$ cat src/rtl/glb_bank_arbiter.sv
// rtl/glb_bank_arbiter.sv - round-robin arbiter sharing one GLB bank between NUM_REQ requesters
// Registered bank command, read-tag pipeline routes returning data to the issuing requester.
module glb_bank_arbiter #(
  parameter int NUM_REQ         = 3,
  parameter int BANK_ADDR_WIDTH = 17,
  parameter int BANK_DATA_WIDTH = 64,
  parameter int READ_LATENCY    = 2
) (
  input  logic                                   clk,
  input  logic                                   reset,
  input  logic [NUM_REQ-1:0]                     req_valid,
  input  logic [NUM_REQ-1:0]                     req_wr_en,
  input  logic [NUM_REQ*BANK_ADDR_WIDTH-1:0]     req_addr,
  input  logic [NUM_REQ*BANK_DATA_WIDTH-1:0]     req_wr_data,
  input  logic [NUM_REQ*(BANK_DATA_WIDTH/8)-1:0] req_wr_strb,
  output logic [NUM_REQ-1:0]                     req_ready,
  output logic                                   bank_rd_en,
  output logic                                   bank_wr_en,
  output logic [BANK_ADDR_WIDTH-1:0]             bank_addr,
  output logic [BANK_DATA_WIDTH-1:0]             bank_wr_data,
  output logic [BANK_DATA_WIDTH/8-1:0]           bank_wr_strb,
  input  logic [BANK_DATA_WIDTH-1:0]             bank_rd_data,
  output logic [NUM_REQ-1:0]                     rsp_valid,
  output logic [BANK_DATA_WIDTH-1:0]             rsp_data
);

  localparam int STRB_W = BANK_DATA_WIDTH / 8;
  localparam int IDX_W  = (NUM_REQ > 1) ? $clog2(NUM_REQ) : 1;
  localparam int DEPTH  = READ_LATENCY + 1;

  logic [IDX_W-1:0]           ptr_q, ptr_d;
  logic                       hs;
  logic [IDX_W-1:0]           gnt_idx;
  logic                       gnt_wr;

  logic                       bank_rd_en_q, bank_rd_en_d;
  logic                       bank_wr_en_q, bank_wr_en_d;
  logic [BANK_ADDR_WIDTH-1:0] bank_addr_q, bank_addr_d;
  logic [BANK_DATA_WIDTH-1:0] bank_wr_data_q, bank_wr_data_d;
  logic [STRB_W-1:0]          bank_wr_strb_q, bank_wr_strb_d;

  logic [DEPTH-1:0]           tag_vld_q, tag_vld_d;
  logic [IDX_W-1:0]           tag_idx_q [DEPTH];
  logic [IDX_W-1:0]           tag_idx_d [DEPTH];

  // Scan downward so the valid index closest to ptr is the last one written.
  always_comb begin : grant_sel
    int idx;
    hs      = 1'b0;
    gnt_idx = '0;
    idx     = 0;
    for (int k = NUM_REQ - 1; k >= 0; k--) begin
      idx = (int'(ptr_q) + k) % NUM_REQ;
      if (req_valid[idx]) begin
        hs      = 1'b1;
        gnt_idx = IDX_W'(idx);
      end
    end
    if (reset) hs = 1'b0;
  end

  assign gnt_wr    = req_wr_en[gnt_idx];
  assign req_ready = hs ? (NUM_REQ'(1) << gnt_idx) : '0;

  always_comb begin : next_state
    ptr_d          = ptr_q;
    bank_rd_en_d   = hs & ~gnt_wr;
    bank_wr_en_d   = hs & gnt_wr;
    bank_addr_d    = bank_addr_q;
    bank_wr_data_d = bank_wr_data_q;
    bank_wr_strb_d = bank_wr_strb_q;
    tag_vld_d      = '0;
    for (int s = 0; s < DEPTH; s++) tag_idx_d[s] = '0;

    if (hs) begin
      ptr_d          = (gnt_idx == IDX_W'(NUM_REQ - 1)) ? '0 : gnt_idx + 1'b1;
      bank_addr_d    = req_addr[int'(gnt_idx)*BANK_ADDR_WIDTH +: BANK_ADDR_WIDTH];
      bank_wr_data_d = req_wr_data[int'(gnt_idx)*BANK_DATA_WIDTH +: BANK_DATA_WIDTH];
      bank_wr_strb_d = req_wr_strb[int'(gnt_idx)*STRB_W +: STRB_W];
    end

    tag_vld_d[0] = bank_rd_en_d;
    tag_idx_d[0] = gnt_idx;
    for (int s = 1; s < DEPTH; s++) begin
      tag_vld_d[s] = tag_vld_q[s-1];
      tag_idx_d[s] = tag_idx_q[s-1];
    end
  end

  always_ff @(posedge clk) begin
    if (reset) begin
      ptr_q          <= '0;
      bank_rd_en_q   <= 1'b0;
      bank_wr_en_q   <= 1'b0;
      bank_addr_q    <= '0;
      bank_wr_data_q <= '0;
      bank_wr_strb_q <= '0;
      tag_vld_q      <= '0;
      for (int s = 0; s < DEPTH; s++) tag_idx_q[s] <= '0;
    end else begin
      ptr_q          <= ptr_d;
      bank_rd_en_q   <= bank_rd_en_d;
      bank_wr_en_q   <= bank_wr_en_d;
      bank_addr_q    <= bank_addr_d;
      bank_wr_data_q <= bank_wr_data_d;
      bank_wr_strb_q <= bank_wr_strb_d;
      tag_vld_q      <= tag_vld_d;
      for (int s = 0; s < DEPTH; s++) tag_idx_q[s] <= tag_idx_d[s];
    end
  end

  assign bank_rd_en   = bank_rd_en_q;
  assign bank_wr_en   = bank_wr_en_q;
  assign bank_addr    = bank_addr_q;
  assign bank_wr_data = bank_wr_data_q;
  assign bank_wr_strb = bank_wr_strb_q;

  // The last tag stage lines up with the bank's read data.
  assign rsp_valid = (tag_vld_q[DEPTH-1] && !reset) ? (NUM_REQ'(1) << tag_idx_q[DEPTH-1]) : '0;
  assign rsp_data  = bank_rd_data;

endmodule
$ cat config.mk
export PLATFORM = sky130hd
export DESIGN_NAME = glb_bank_arbiter
export DESIGN_NICKNAME = d
export VERILOG_FILES = /design/src/rtl/glb_bank_arbiter.sv
export SDC_FILE = /design/constraint.sdc
export NUM_CORES = 1
export LEC_CHECK = 0
export ABC_AREA = 1
export CAP_MARGIN = 20
export CORE_AREA = 2 2 193 195
export CTS_BUF_LIST = sky130_fd_sc_hd__clkbuf_8 sky130_fd_sc_hd__clkbuf_16
export DETAILED_ROUTE_END_ITERATION = 6
export DIE_AREA = 0 0 195 197
export GPL_TIMING_DRIVEN = 0
export SLEW_MARGIN = 30
export SYNTH_ARGS = -nofsm -noshare
export SYNTH_HDL_FRONTEND = slang
export SYNTH_SLANG_ARGS = --single-unit
$ cat constraint.sdc
create_clock -name clk -period 2 [get_ports clk]
set_input_delay 0.4 -clock clk [delete_from_list [all_inputs] [get_ports clk]]
set_output_delay 0.4 -clock clk [all_outputs]
set_load 0.03 [all_outputs]
==> impl_metrics.csv <==
group,metric,value,unit
floorplanning,rows,70,
cts,worstSkewPairLatency,370,ps
power,seqPwrFrac,15.5,%
yosys,yosys.area.top_type_share,30.0,%
routing,ant_nets,0,
power,leakagePower,6.39,nW
sta,slew_headroom,65.6,%
global_routing,grt_pass1_wl,55.6,mm
critical_path,cp.arrival,2160,ps
routing,drt_wl_total,38.4,mm
yosys,avgSynthCellArea,6.37,sq um
floorplanning,ioPinCount,500,
global_routing,grt_start_max_net_pins,18,
routing,first_pass_iters,4,
cts,clkSinkCount,101,
cts,clk_pin_slew,80,ps
floorplanning,die_x,195,microns
yosys,yosys.area.top_type,"dfxtp_1",
layout,area_growth,110,%
floorplanning,die_y,197,microns
sta,setup_violations,95,
critical_path,critPathMaxFanout,5,
yosys,synth.net_count,1400,
layout,diodes,0,
power,p_int,12.0,mW
layout,final_common_cell,"clkdlybuf4s50_1",
layout,layout-drive-gt1-share,27.1,%
yosys,synth_cell_type_count,21,
sta,slew_violations,0,
power,irDropWorstVdd,761,uV
layout,final_util,39.0,%
cts,cts_tree,"done",
yosys,ys_warn_count,0,
run,cap_violations,0,
sta,fmaxAchievable,390,MHz
layout,final.fill_count,3725,
yosys,yosys-top-cells-area,"dfxtp_1 (30%), nand2_1 (16%), nand3_1 (12%)",
critical_path,critPathMaxStageDelay,390,ps
routing,remaining_drc_errors,0,
power,switching_share,48.5,%
floorplanning,core_area,36300,sq um
run_status,status,"finished with violations",
cts,clockBufferDepth,2,
critical_path,cp_cell_sequence,"inv_4 > ha_4 > inv_6 > nand2_4 > nand2_4 > a21oi_4 > nand2_2 > nand2_4 > nand2_8 > nand2_8 > buf_12 > inv_6 > nor3_4 > buf_6",
place,routabilityCongestion,0.882,
sta,post-route-period-util,128,%
cts,h-tree-depth,3,
sta,finalWorstSetupSlack,-564,ps
routing,routed_via_density,4.51,
critical_path,critPathKind,"register to primary output",
place,portBuffers,435,
critical_path,worstPathRequired,1600,ps
routing,num_vias,9145,
cts,cts_root_buf,"clkbuf_16",
power,clkPwrFrac,8.2,%
yosys,synth_cells,1058,
sta,hold_violations,0,
critical_path,crit_path_end_kind,"primary output",
layout,final_nets,1897,
place,hpwlAfterDp,27.8,mm
sta,tightest_slew,517,ps
sta,finalClockSkew,9.42,ps
sta,timing.hold.ws,403,ps
floorplanning,start_util,18.6,%
critical_path,cp_common_cell,"nand2_4",
global_routing,antenna_found_initial,3,
cts,cts_buffers,9,
yosys,ys_seq_area_share,30.0,%
critical_path,startpoint_type,"register",
floorplanning,die_area,38400,sq um
routing,wl_per_cell,18.9,microns
critical_path,cp_slowest_cell,"dfxtp_4",
global_routing,overflow,0,
power,p_sw,11.3,mW
routing,drt_iter0_markers,417,
power,power_density,1650,nW/um^2
yosys,ys_ff_latch,101,
min_path,hp-class,"register to register",
yosys,syn_area,6740,sq um
sta,rsz0062_at_grt,"yes",
global_routing,grt_pass1_vias,9272,
sta,min_period,2560,ps
run_status,violations,"negative setup slack",
power,combPwrFrac,76.3,%
layout,layout_common_cells,"clkdlybuf4s50_1 (428), nand2_1 (268), buf_4 (110)",
global_routing,grtUsageTotal,19.2,%
## kinds of logic after synthesis
| family | share of synthesized area (%) |
|---|---|
| compound gates | 7.22 |
| flops | 30.0 |
| simple gates | 41.6 |
| buf+inv | 20.6 |
| fa+ha+maj | 0.557 |
## power by group through the flow
stage	Clock, mW	Sequential [mW]	Combinational [mW]
6_report	1.91	3.63	17.8
5_1_grt	2.04	3.74	19.1
4_1_cts	1.98	3.64	17.2
3_5_place_dp	0	3.65	13.0
3_3_place_gp	0	3.62	12.9
2_1_floorplan	0	5.42	6.20
## per-layer routing
layer / vias up / global-route usage [%] / routed length, microns
met1: 4286 / 22.0 / 15300
li1: 4413 / - / -
met5: - / 0 / 33
met2: 399 / 33.7 / 18800
met4: 6 / 5.63 / 731
met3: 41 / 6.59 / 3510
## stage by stage
stage                     cells  TNS, ps  setup slack, ps  power [mW]  instance area, sq um
final                      2028   -23380             -564        23.4                 14100
after global routing       2028   -33430             -658        24.9                 14100
after CTS                  2023   -22670             -614        22.8                 13800
after detailed placement   1961   -74090            -1490        16.7                 11800
after global placement     1961   -68240            -1430        16.6                 11800
after floorplan            1058     -352             -149        11.6                  6820
## cell usage after synthesis
| cell | instances |
|---|---|
| ha_1 | 3 |
| nand3_2 | 20 |
| nor2_2 | 1 |
| inv_1 | 108 |
| buf_2 | 63 |
| o31ai_1 | 1 |
| nor2_1 | 16 |
| o21ai_0 | 3 |
| nor3_1 | 4 |
| buf_4 | 69 |
| nand3_1 | 166 |
| nor3_2 | 1 |
| buf_6 | 8 |
| dfxtp_1 | 101 |
| nand2_1 | 294 |
| inv_2 | 3 |
| a21oi_2 | 1 |
| a21oi_1 | 91 |
| nand4_1 | 90 |
| clkbuf_1 | 13 |
| nand2_2 | 2 |
## critical path, delay by kind of cell (launching register included)
family	cells	cell delay, ps
adder cells (fa/ha/maj)	1	290
buffers and inverters	5	380
flip-flops	1	390
AND/OR/NAND/NOR	7	590
AO/OA/AOI/OAI	1	140
## timing repair
item,in CTS,in global routing
setup buffers,32,6
pin swaps,75,46
hold buffers,0,0
resized for setup,321,92
endpoints found under the setup margin,100,97
cloned,15,1
## path summary, 6_finish.rpt
path         slack [ps]                    endpoint                        from  cells past startpoint
max                -560                req_ready[2]       ptr_q[0]$_SDFFE_PP0P_                     14
min                 400  tag_idx_q[0][3]$_SDFF_PP0_  tag_idx_q[0][1]$_SDFF_PP0_                      2
max reg2reg        -370  bank_addr[10]$_SDFFE_PP0P_       ptr_q[0]$_SDFFE_PP0P_                     20
min reg2reg         400  tag_idx_q[0][3]$_SDFF_PP0_  tag_idx_q[0][1]$_SDFF_PP0_                      2
## flip-flops by register name (all words and copies together), names as in the netlist
signal	cells
tag_idx_q	6
bank_wr_en	1
bank_addr	17
bank_wr_data	64
bank_wr_strb	8
ptr_q	2
tag_vld_q	3
## layout make-up
cell class / count / area [sq um] / area share [%]
buffer: 152 / 1410 / 9.97
clock buffer: 10 / 239 / 1.69
clock inverter: 6 / 68.8 / 0.487
inverter: 111 / 442 / 3.12
multi-input combinational: 693 / 4190 / 29.6
sequential: 101 / 2030 / 14.4
tap: 468 / 586 / 4.14
timing repair buffer: 487 / 5170 / 36.6
No activity file was read; power rests on OpenSTA's default activity.
